$ cat src/rtl/ee354_btn_debouncer.sv
// Push-button debouncer: 2-flop synchronizer plus FSM producing a debounced level and one-shot/repeat enables.
// Accepted press shows SCEN DEBOUNCE_CYC+2 edges after PB is first sampled high; no backpressure, outputs are Moore.
module ee354_btn_debouncer #(
    parameter int DEBOUNCE_CYC = 4194304,
    parameter int HOLD_CYC     = 67108864,
    parameter int REPEAT_CYC   = 16777216,
    parameter int CNT_W        = 27
) (
    input  logic       Clk,
    input  logic       reset,
    input  logic       PB,
    output logic       DPB,
    output logic       SCEN,
    output logic       MCEN,
    output logic       CCEN,
    output logic [3:0] dbg_state
);

    typedef enum logic [3:0] {
        INI       = 4'd0,
        WQ        = 4'd1,
        SCEN_ST   = 4'd2,
        WH        = 4'd3,
        MCEN_ST   = 4'd4,
        MCEN_CONT = 4'd5,
        CCR       = 4'd6,
        WFCR      = 4'd7
    } state_t;

    localparam logic [CNT_W-1:0] DB_TC   = CNT_W'(DEBOUNCE_CYC - 1);
    localparam logic [CNT_W-1:0] HOLD_TC = CNT_W'(HOLD_CYC - 1);
    localparam logic [CNT_W-1:0] REP_TC  = CNT_W'(REPEAT_CYC - 1);

    logic             r_pb_meta;
    logic             r_pb_s;
    logic [3:0]       r_state;
    logic [CNT_W-1:0] r_cnt;
    state_t           w_state_nxt;
    logic             w_cnt_inc;

    always_ff @(posedge Clk or posedge reset) begin
        if (reset) begin
            r_pb_meta <= 1'b0;
            r_pb_s    <= 1'b0;
        end else begin
            r_pb_meta <= PB;
            r_pb_s    <= r_pb_meta;
        end
    end

    // The counter only advances while the state holds, so any transition clears it.
    always_ff @(posedge Clk or posedge reset) begin
        if (reset) begin
            r_state <= INI;
            r_cnt   <= '0;
        end else begin
            r_state <= w_state_nxt;
            r_cnt   <= w_cnt_inc ? (r_cnt + CNT_W'(1)) : '0;
        end
    end

    always_comb begin
        w_state_nxt = INI;
        w_cnt_inc   = 1'b0;
        case (r_state)
            INI: begin
                w_state_nxt = r_pb_s ? WQ : INI;
            end
            WQ: begin
                if (!r_pb_s) begin
                    w_state_nxt = INI;
                end else if (r_cnt == DB_TC) begin
                    w_state_nxt = SCEN_ST;
                end else begin
                    w_state_nxt = WQ;
                    w_cnt_inc   = 1'b1;
                end
            end
            SCEN_ST: begin
                w_state_nxt = WH;
            end
            WH: begin
                if (!r_pb_s) begin
                    w_state_nxt = CCR;
                end else if (r_cnt == HOLD_TC) begin
                    w_state_nxt = MCEN_ST;
                end else begin
                    w_state_nxt = WH;
                    w_cnt_inc   = 1'b1;
                end
            end
            MCEN_ST: begin
                w_state_nxt = MCEN_CONT;
            end
            MCEN_CONT: begin
                if (!r_pb_s) begin
                    w_state_nxt = CCR;
                end else if (r_cnt == REP_TC) begin
                    w_state_nxt = MCEN_ST;
                end else begin
                    w_state_nxt = MCEN_CONT;
                    w_cnt_inc   = 1'b1;
                end
            end
            CCR: begin
                w_state_nxt = WFCR;
            end
            WFCR: begin
                // A bounce back high restarts the release qualification via CCR.
                if (r_pb_s) begin
                    w_state_nxt = CCR;
                end else if (r_cnt == DB_TC) begin
                    w_state_nxt = INI;
                end else begin
                    w_state_nxt = WFCR;
                    w_cnt_inc   = 1'b1;
                end
            end
            default: begin
                w_state_nxt = INI;
            end
        endcase
    end

    always_comb begin
        DPB       = 1'b0;
        SCEN      = 1'b0;
        MCEN      = 1'b0;
        CCEN      = 1'b0;
        dbg_state = 4'd0;
        case (r_state)
            WQ: begin
                dbg_state = r_state;
            end
            SCEN_ST: begin
                DPB       = 1'b1;
                SCEN      = 1'b1;
                MCEN      = 1'b1;
                CCEN      = 1'b1;
                dbg_state = r_state;
            end
            WH, CCR, WFCR: begin
                DPB       = 1'b1;
                dbg_state = r_state;
            end
            MCEN_ST: begin
                DPB       = 1'b1;
                MCEN      = 1'b1;
                CCEN      = 1'b1;
                dbg_state = r_state;
            end
            MCEN_CONT: begin
                DPB       = 1'b1;
                CCEN      = 1'b1;
                dbg_state = r_state;
            end
            default: begin
                dbg_state = 4'd0;
            end
        endcase
    end

endmodule

$ cat config.mk
export PLATFORM = sky130hd
export DESIGN_NAME = ee354_btn_debouncer
export DESIGN_NICKNAME = d
export VERILOG_FILES = /design/src/rtl/ee354_btn_debouncer.sv
export SDC_FILE = /design/constraint.sdc
export NUM_CORES = 1
export LEC_CHECK = 0
export ABC_AREA = 1
export CAP_MARGIN = 15
export CORE_AREA = 2 2 64 66
export CTS_CLUSTER_SIZE = 40
export DETAILED_ROUTE_END_ITERATION = 16
export DIE_AREA = 0 0 66 68
export HOLD_SLACK_MARGIN = 0.15
export PLACE_DENSITY = 0.72
export SLEW_MARGIN = 20
export SYNTH_ARGS = -nofsm -noshare
export SYNTH_HDL_FRONTEND = slang
export SYNTH_SLANG_ARGS = --single-unit
$ cat constraint.sdc
create_clock -name Clk -period 2.15 [get_ports Clk]
set_input_delay 0.5375 -clock Clk [delete_from_list [all_inputs] [get_ports Clk]]
set_output_delay 0.5375 -clock Clk [all_outputs]
set_load 0.02 [all_outputs]
==> metrics.md <==
| Metric | Value |
|---|---|
| DRT iter0 DRCs | `57` |
| Starting Density | `0.525` |
| CTS Hold Bufs | `0` |
| Crit path buffers/inverters | `3` |
| Worst flop-to-flop path endpoint | `r_cnt[26]` |
| Filler cell count | `355` |
| Core area | `slightly below 4000 µm²` |
| Die width | `66 µm` |
| Clock power share | `0.234` |
| Worst Skew | `0.00484 ns` |
| Synth Area in Simple Gates | `0.296` |
| PwrDens | `roughly 900 nW/µm²` |
| First-pass GRT wire length | `6600 µm` |
| Critical path data required time | `1.61 ns` |
| Syn Std Cell Area | `between 2000 and 2500 µm²` |
| Longest Clk Path Bufs | `2` |
| Setup WS pre-CTS | `0.149 ns` |
| DR WL/cell | `12.5 µm` |
| Top post-synthesis cells by area | `dfrtp_1 (40%), a21oi_2 (8.7%), nand2_1 (7.8%)` |
| Crit-path cells | `buf_4 > inv_1 > nand2_1 > clkdlybuf4s50_1` |
| Worst Hold Class | `register to register` |
| Crit share post-route | `0.970` |
| Port-buffer cells | `9` |
| Compound-gate portion of the synthesized area | `0.109` |
| Synth-to-layout area growth | `12.1%` |
| Number of max-cap violations | `0` |
| Die Span Y | `about 68 µm` |
| Mean area per synthesized cell | `roughly 8.4 µm²` |
| Cell area after layout | `2270 µm²` |
| Critical path launch point type | `register` |
| Root Buffer | `clkbuf_8` |
| Setup crit end | `DPB` |
| Number of global-route vias before repair | `~1,500` |
| CTS tree | `done` |
| # IOs | `11` |
| Crit path launch | `r_state[2]` |
| Synth Area in Adders | `0.00618` |
| Hpwl dp | `2690 µm` |
| Largest net degree at the start of global routing | `33` |
| Vias per cell | `5.02` |
| Final setup vio count | `0` |
| RSZ-0062 raised after global routing | `no` |
| Crit-path leading delay family | `buffers and inverters` |
| Post-route ant nets | `0` |
| Worst setup margin | `between 0.06 and 0.07 ns` |
| Antenna violations before repair | `0` |
| Clock latency on the worst-skew pair | `roughly 0.29 ns` |
| Main combinational cell family by area after synthesis | `simple AND/OR/NAND/NOR gates` |
| DP Area | `2180 µm²` |
| Crit end category | `output port` |
| Post-Syn Nets | `between 200 and 250` |
| WL final | `roughly 3800 µm` |
| Sequential power share | `0.339` |
| VDD IR max | `0.777 mV` |
| TritonCTS Buffers | `5` |
| Row cnt | `23` |
| Flop-to-flop setup slack | `0.24 ns` |
| Yosys top cell area share | `0.396` |
| Switching share of total power | `0.389` |
| R2R cell count | `11` |
| NetSw | `0.791 mW` |
| Int Power | `1.24 mW` |
| Layout cells sized above 1 | `0.200` |
| Logic pwr share | `0.427` |
| Largest fanout on the critical path | `5` |
| Mapped Cells | `240` |
| WP depth | `4` |
| All-Layer GR Usage | `0.197` |
| Final nets | `258` |
| Via Count | `1,531` |
| Leakage | `0.923 nW` |
| R2r startpoint | `r_cnt[0]` |
| Slowest CP cell | `clkdlybuf4s50_1` |
| H-tree level count | `2` |
| FMAX | `0.480 GHz` |
| Status | `finished clean` |
| Antenna Cells | `0` |
| Post-route setup TNS | `0 ns` |
| Die Area | `4490 µm²` |
| DRC | `0` |
| Drt first pass iters | `4` |
| Final GP Congestion | `between 0.7 and 0.8` |
| Area leader, netlist | `dfrtp_1` |
| Critical path arrival | `1.55 ns` |
| Max stage delay on crit path | `0.54 ns` |
| WS Path Type | `register to output port` |
| Total power | `2.03 mW` |
| CTS Sinks | `32` |
| Final hold viol count | `0` |
| Ys Warns | `0` |
| Library cells used by synthesis | `26` |
| Synthesis-stage register bit count | `32` |
| Post-layout min period | `2.09 ns` |
| Post-synthesis xor/xnor area fraction | `0.0996` |
| Grt total ovfl | `0` |
| Post-CTS Setup Inserts | `0` |
| Slew Limit Fails | `0` |
| Worst-path clk slew | `0.07 ns` |
| WHS | `0.350 ns` |
| Seq/Total Area, Yosys | `0.396` |
| Multiplexer area fraction after synthesis | `0` |
## cells in the mapped netlist
| master | count |
|---|---|
| xor2_1 | 17 |
| ha_1 | 1 |
| nor2_8 | 1 |
| a21oi_2 | 20 |
| nor2_1 | 17 |
| buf_6 | 1 |
| nand2_4 | 2 |
| clkbuf_1 | 3 |
| nor2_4 | 2 |
| conb_1 | 1 |
| nand3_4 | 2 |
| xnor2_1 | 6 |
| dfrtp_1 | 32 |
| inv_2 | 2 |
| o21ai_0 | 1 |
| a21oi_1 | 8 |
| nand4_1 | 4 |
| buf_4 | 2 |
| nand2_1 | 42 |
| nor2_2 | 3 |
| nand3_1 | 23 |
| nand2_2 | 6 |
| buf_12 | 2 |
| nand3_2 | 1 |
| nor3_1 | 14 |
| inv_1 | 27 |
## power by group through the flow
stage                     logic (mW)  registers (mW)  clock network (mW)
after floorplan                0.649           0.694                   0
after global placement         0.897           0.693                   0
after detailed placement       0.894           0.697                   0
after CTS                      0.872           0.688               0.488
after global routing           0.951           0.692               0.520
final                          0.869           0.689               0.477
## logic make-up (layout without fill, tap and decap cells)
group                    count (synthesis)  count (layout)
adder cells (fa/ha/maj)                  1               1
flip-flops                              32              32
AND/OR/NAND/NOR                        117             117
other                                    1               1
AO/OA/AOI/OAI                           29              29
buffers and inverters                   37              52
XOR/XNOR                                23              23
## metal layers
layer,track usage,vias up,wire [µm]
met3,0.0493,6,118
met5,0,-,0
met4,0.0765,0,57
met2,0.323,17,1750
met1,0.252,717,1880
li1,-,791,-
## stage by stage
step,utilization,std cells
4_1_cts,0.588,305
2_1_floorplan,-,240
5_1_grt,0.588,305
3_3_place_gp,0.566,297
3_5_place_dp,0.566,297
6_report,0.588,305
## flip-flops by register name (all words and copies together) (netlist names)
signal     flops
r_cnt         27
r_state        3
r_pb_meta      1
r_pb_s         1
## final cells by class
class                   instances  area [µm²]  area share
repair buffers                 15         170      0.0750
well taps                      50        62.6      0.0276
multi-input cells             171        1040       0.457
clock buffers                   8        90.1      0.0397
flip-flops and latches         32         801       0.353
inverters                      29         109      0.0480
## worst min-delay path by stage
| stage | start | endpoint | cells past startpoint |
|---|---|---|---|
| 2_1_floorplan | r_pb_meta | r_pb_s | 0 |
| 3_3_place_gp | r_pb_meta | r_pb_s | 0 |
| 3_5_place_dp | r_pb_meta | r_pb_s | 0 |
| 4_1_cts | r_pb_meta | r_pb_s | 0 |
| 5_1_grt | r_pb_meta | r_pb_s | 0 |
| 6_report | r_pb_meta | r_pb_s | 0 |
## placed cells by master (no fill, tap or decap)
master           netlist  final
nor2_1                17     17
nand3_2                1      1
clkdlybuf4s50_1        0      6
nand4_1                4      4
clkbuf_1               3      2
buf_4                  2      3
nand2_4                2      2
nor2_8                 1      1
conb_1                 1      1
nor2_2                 3      3
inv_2                  2      2
dlygate4sd2_1          0      2
inv_1                 27     27
a21oi_2               20     20
ha_1                   1      1
a21oi_1                8      8
buf_12                 2      3
dfrtp_1               32     32
clkdlybuf4s15_1        0      1
nand2_1               42     42
xor2_1                17     17
clkbuf_8               0      6
nor2_4                 2      2
nand3_4                2      2
nor3_1                14     14
o21ai_0                1      1
nand2_2                6      6
xnor2_1                6      6
nand3_1               23     23
## repair_timing
| action | CTS | global route |
|---|---|---|
| setup endpoints to repair | 3 | 1 |
| cloned | 0 | 0 |
| resized for setup | 3 | 1 |
| endpoints found under the hold margin | 0 | 0 |
No activity file was read; power rests on OpenSTA's default activity.
